$ cat config.mk
export PLATFORM = sky130hd
export DESIGN_NAME = seg7_scan_ctrl
export DESIGN_NICKNAME = d
export VERILOG_FILES = /design/src/rtl/seg7_scan_ctrl.sv
export SDC_FILE = /design/constraint.sdc
export NUM_CORES = 1
export LEC_CHECK = 0
export ABC_CLOCK_PERIOD_IN_PS = 5080
export BUFFER_PORTS_ARGS = -buffer_cell sky130_fd_sc_hd__buf_2
export CAP_MARGIN = 20
export CORE_ASPECT_RATIO = 1.4
export CORE_MARGIN = 8
export CORE_UTILIZATION = 55
export CTS_CLUSTER_DIAMETER = 120
export DETAILED_ROUTE_END_ITERATION = 10
export MAX_ROUTING_LAYER = met4
export PLACE_DENSITY = 0.75
export SETUP_SLACK_MARGIN = 0.1
export SYNTH_ARGS = -nofsm -noshare
export SYNTH_HDL_FRONTEND = slang
export SYNTH_SLANG_ARGS = --single-unit
$ cat constraint.sdc
create_clock -name clk -period 5.08 [get_ports clk]
set_input_delay 0.508 -clock clk [delete_from_list [all_inputs] [get_ports clk]]
set_output_delay 0.508 -clock clk [all_outputs]
set_load 0.1 [all_outputs]
$ cat src/rtl/seg7_scan_ctrl.sv
// Time-multiplexed 7-segment scan controller.
// Steps one shared hex decoder across NUM_DIGITS digits, inserting a blanking gap
// at the start of every digit slot. Host frames are staged and committed to the
// displayed (shadow) frame only at frame boundaries. Optional leading-zero blanking.
module seg7_scan_ctrl #(
    parameter int unsigned NUM_DIGITS   = 4,
    parameter int unsigned PRESCALE     = 50000,
    parameter int unsigned BLANK_CYCLES = 16
) (
    input  logic                      clk,
    input  logic                      rst,
    input  logic                      load,
    input  logic [4*NUM_DIGITS-1:0]   value,
    input  logic [NUM_DIGITS-1:0]     dp_in,
    input  logic                      lzb_en,
    output logic [3:0]                num,
    output logic [NUM_DIGITS-1:0]     digit_en,
    output logic                      dp,
    output logic                      frame_done,
    output logic                      pending
);

    localparam int unsigned CntW = (PRESCALE > 1) ? $clog2(PRESCALE) : 1;
    localparam int unsigned IdxW = (NUM_DIGITS > 1) ? $clog2(NUM_DIGITS) : 1;

    localparam logic [CntW-1:0] CntMax   = CntW'(PRESCALE - 1);
    localparam logic [CntW-1:0] CntShow  = CntW'(BLANK_CYCLES);
    localparam logic [IdxW-1:0] IdxMax   = IdxW'(NUM_DIGITS - 1);

    typedef enum logic {
        StBlank,
        StShow
    } state_e;

    state_e                  state_q, state_d;
    logic [CntW-1:0]         cnt_q, cnt_d;
    logic [IdxW-1:0]         idx_q, idx_d;
    logic [4*NUM_DIGITS-1:0] shadow_q, shadow_d;
    logic [NUM_DIGITS-1:0]   shadow_dp_q, shadow_dp_d;
    logic [4*NUM_DIGITS-1:0] staged_q, staged_d;
    logic [NUM_DIGITS-1:0]   staged_dp_q, staged_dp_d;
    logic                    pending_q, pending_d;
    logic [3:0]              num_q, num_d;
    logic [NUM_DIGITS-1:0]   digit_en_q, digit_en_d;
    logic                    dp_q, dp_d;
    logic                    frame_done_q, frame_done_d;

    logic slot_wrap;
    logic frame_last;
    logic upper_zero;
    logic lz_blank;

    // Slot counter, digit index and blank/show state machine
    always_comb begin
        slot_wrap  = (cnt_q == CntMax);
        frame_last = slot_wrap && (idx_q == IdxMax);

        cnt_d = slot_wrap ? '0 : cnt_q + 1'b1;

        idx_d = idx_q;
        if (slot_wrap) begin
            idx_d = (idx_q == IdxMax) ? '0 : idx_q + 1'b1;
        end

        state_d = state_q;
        unique case (state_q)
            StBlank: if (cnt_d == CntShow) state_d = StShow;
            StShow:  if (slot_wrap)        state_d = StBlank;
            default:                       state_d = StBlank;
        endcase
    end

    // Double-buffered frame: stage on load, commit on the frame's last cycle.
    // A load coinciding with the commit bypasses staging and lands in shadow directly.
    always_comb begin
        shadow_d    = shadow_q;
        shadow_dp_d = shadow_dp_q;
        staged_d    = staged_q;
        staged_dp_d = staged_dp_q;
        pending_d   = pending_q;

        if (frame_last) begin
            if (load) begin
                shadow_d    = value;
                shadow_dp_d = dp_in;
                staged_d    = value;
                staged_dp_d = dp_in;
            end else if (pending_q) begin
                shadow_d    = staged_q;
                shadow_dp_d = staged_dp_q;
            end
            pending_d = 1'b0;
        end else if (load) begin
            staged_d    = value;
            staged_dp_d = dp_in;
            pending_d   = 1'b1;
        end
    end

    // Registered outputs, computed from the next-cycle scan position so each
    // output register reflects the state of the cycle it is visible in
    always_comb begin
        upper_zero = 1'b1;
        for (int unsigned i = 0; i < NUM_DIGITS; i++) begin
            if (i >= 32'(idx_d) && shadow_d[4*i +: 4] != 4'h0) begin
                upper_zero = 1'b0;
            end
        end
        lz_blank = lzb_en && (idx_d != '0) && upper_zero;

        // num only moves during BLANK so it settles before the enable rises
        num_d = num_q;
        if (state_d == StBlank) begin
            num_d = shadow_d[{idx_d, 2'b00} +: 4];
        end

        digit_en_d = '0;
        dp_d       = 1'b0;
        if (state_d == StShow && !lz_blank) begin
            digit_en_d[idx_d] = 1'b1;
            dp_d              = shadow_dp_d[idx_d];
        end

        frame_done_d = (cnt_d == CntMax) && (idx_d == IdxMax);
    end

    // State register with synchronous reset
    always_ff @(posedge clk) begin
        if (rst) begin
            state_q      <= StBlank;
            cnt_q        <= '0;
            idx_q        <= '0;
            shadow_q     <= '0;
            shadow_dp_q  <= '0;
            staged_q     <= '0;
            staged_dp_q  <= '0;
            pending_q    <= 1'b0;
            num_q        <= 4'h0;
            digit_en_q   <= '0;
            dp_q         <= 1'b0;
            frame_done_q <= 1'b0;
        end else begin
            state_q      <= state_d;
            cnt_q        <= cnt_d;
            idx_q        <= idx_d;
            shadow_q     <= shadow_d;
            shadow_dp_q  <= shadow_dp_d;
            staged_q     <= staged_d;
            staged_dp_q  <= staged_dp_d;
            pending_q    <= pending_d;
            num_q        <= num_d;
            digit_en_q   <= digit_en_d;
            dp_q         <= dp_d;
            frame_done_q <= frame_done_d;
        end
    end

    assign num        = num_q;
    assign digit_en   = digit_en_q;
    assign dp         = dp_q;
    assign frame_done = frame_done_q;
    assign pending    = pending_q;

endmodule

==> impl_metrics.tcl <==
set metrics [dict create \
    skew_ps 6.88 \
    rrSetupSlack_ps 2210 \
    finalCriticalPeriod_ps 2870 \
    critPathMaxFanout 20 \
    slew_headroom 0.384 \
    postCtsSetupBuffers 0 \
    post-route-period-util 0.565 \
    cts.clk_slew.worst_paths_ps 70 \
    yosysSeqAreaShare 0.419 \
    postRouteAntennaNets 0 \
    power_density_mw_per_mm2 274 \
    netlist_instances 379 \
    rows 33 \
    leakage_nw 1.40 \
    synthAdderAreaFrac 0.0112 \
    totalNegativeSetupSlack_ps 0 \
    post_drt_wl_per_cell_um 16.7 \
    p_comb_frac 0.060 \
    grtUsageMet2 0.335 \
    pwr-share-clk 0.373 \
    fillers 541 \
    synth_top_family_by_area "simple AND/OR/NAND/NOR gates" \
    antenna_cells 0 \
    drv_slew 0 \
    path_buf_inv 0 \
    synth-edff-count 0 \
    path_cells "ha_1 > and3_1 > and4_1 > mux2i_1 > nor3_1 > o22ai_1 > nand3_2 > nor3_2" \
    ys_async_sr_fraction 0 \
    ys.flop_type "dfxtp_1" \
    htree_levels 3 \
    min_path_type "primary input to register" \
    grt_overflow_total 0 \
    die_area_sq_mm 0.00887 \
    cts_root_buf "clkbuf_8" \
    power_switching_uw 234 \
    ys_seq_elements 70 \
    grt_pass1_vias 2861 \
    intPower_uw 766 \
    grt_pass1_wl_mm 13.4 \
    yosys.area.top_type_share 0.419 \
    synth_area_per_cell_sq_um 8.83 \
    crit_type "register to register" \
    initial_core_util 0.571 \
    synth_area_sq_mm 0.00335 \
    tightestPinTransition_ps 924 \
    synth_top_area_cell "dfxtp_1" \
    cts_resized 0 \
    drt_pre_antenna_iters 5 \
    seq_area_sq_mm 0.00140 \
    grtUsageMet3 0.0316 \
    multiInputGateArea_sq_mm 0.00180 \
    synth_warnings 0 \
    insertion_delay_ps 340 \
    hold_buffers 0 \
    grt_use_met1 0.203 \
    vias 2843 \
    critPathRequiredTime_ps 5350 \
    rsz0062_at_grt "no" \
    cts_buffers 9 \
    crit_slowest_cell "and4_1" \
    maxCapViolCount 0 \
    cts_max_path_buffers 2 \
    drive_gt1_frac 0.167 \
    finish.utilization 0.623 \
    syn-num-nets 406 \
    grt_use_total 0.199 \
    netSwitchingFraction 0.234 \
    cts_num_sinks 70 \
    max_freq_mhz 348 \
    cts_tree "done" \
    hold_viol 0 \
    top_usage_layer "met2" \
    synth-simple-area-share 0.246 \
    drc 0 \
    dp.final_hpwl_mm 5.96 \
    arrival_ps 3150 \
    die_x_um 81.9 \
    crit_family "simple AND/OR/NAND/NOR gates" \
    areaGrowthSynthToFinish_pct 9.12 \
    antenna_found_initial 0 \
    drtIter0Drc 223 \
    crit_path_start_kind "register" \
    vias_per_cell 5.97 \
    wirelength_mm 7.97 \
    crit_path_end_kind "register" \
    synthXorXnorAreaFrac 0.0366 \
    chipHeight_um 108 \
    synth.area.mux_share 0.0823 \
    pin_count 35 \
    synth.area.top_cells "dfxtp_1, nor2_1, mux2i_1, a211oi_1, a21oi_1" \
    grt_max_degree 51 \
    layout_common_cells "nor2_1, dfxtp_1, buf_2, mux2i_1, nand2_1" \
    synth_compound_area_frac 0.159 \
    ys_types 68 \
    port_buffers 34 \
    layout.nets 430 \
    setup_viol 0 \
    status "complete, no violations" \
    layout_commonest_cell "nor2_1" \
    p_seq_frac 0.567 \
    coreArea_sq_mm 0.00586 \
    slowest_delay_ps 720 \
    gp_congestion 0.932 \
    irDropWorstVdd_uv 201 \
]
-- per-stage QoR --
step	std cells	power, mW	hold WS (ps)	setup slack, ps	cell area [sq um]
CTS	476	1.01	424	2230	3650
global placement	462	0.639	444	2270	3500
floorplan	379	0.619	437	2660	3350
global route	476	1.04	464	2000	3650
finish	476	1.00	424	2210	3650
detailed placement	462	0.641	459	2250	3500
-- registers in the layout, indices dropped and copies added (netlist names) --
signal and cells:
cnt_q 16, idx_q 2, num 4, shadow_dp_q 4, pending 1, state_q 1, frame_done 1, staged_dp_q 4
staged_q 16, dp 1, shadow_q 16, digit_en 4
-- cells in the mapped netlist, types with 3 or more instances --
cell and number:
a211oi_1 15, a21oi_1 18, a31oi_1 4, and2_1 4
and3_1 3, buf_1 4, buf_2 7, buf_4 4
clkbuf_1 6, dfxtp_1 70, ha_1 3, inv_1 6
mux2i_1 23, nand2_1 22, nand3_1 9, nand4_1 9
nor2_1 73, nor3_1 13, nor4_1 4, o21ai_0 7
o22ai_1 3, or4_1 3, xnor2_1 9, xor2_1 5
-- cell type report --
class                   instances  share of cell area
clock inverters                 2             0.00274
well taps                      70              0.0240
multi-input cells             279               0.492
clock buffers                  12              0.0398
repair buffers                 36              0.0507
flip-flops and latches         70               0.384
inverters                       7             0.00720
-- cells by family after synthesis --
family / after synthesis
xor gates and xnor gates: 14
muxes: 26
DFF: 70
buffers and inverters: 30
adders and majority gates: 3
AOI/OAI and AO/OA: 74
and+or+nand+nor: 162
-- power groups by stage --
stage	combinational (mW)	clock (mW)	sequential, mW
2_1_floorplan	0.0367	0	0.582
3_3_place_gp	0.0598	0	0.579
3_5_place_dp	0.0611	0	0.580
4_1_cts	0.0612	0.379	0.567
5_1_grt	0.0673	0.402	0.568
6_report	0.0604	0.373	0.567
-- metal layers --
metal  wire [um]  part of all wire
met5           0                 0
met4         397             0.050
met3         293             0.037
met2        4140              0.52
met1        3140              0.39
-- tightest hold or removal path: stages --
cell and delay, ps:
buf_2 90, mux2i_1 60, nor2_1 70
-- path summary, 6_finish.rpt --
path | cells after the start | start | end
setup reg to reg | 8 | cnt_q[0]$_SDFF_PP0_ | digit_en[1]$_SDFF_PP0_
setup / recovery | 8 | cnt_q[0]$_SDFF_PP0_ | digit_en[1]$_SDFF_PP0_
hold / removal | 3 | value[3] | staged_q[3]$_SDFFE_PP0P_
hold reg to reg | 2 | num[1]$_SDFFE_PP0N_ | num[1]$_SDFFE_PP0N_
Power figures use the tool's default switching activity.
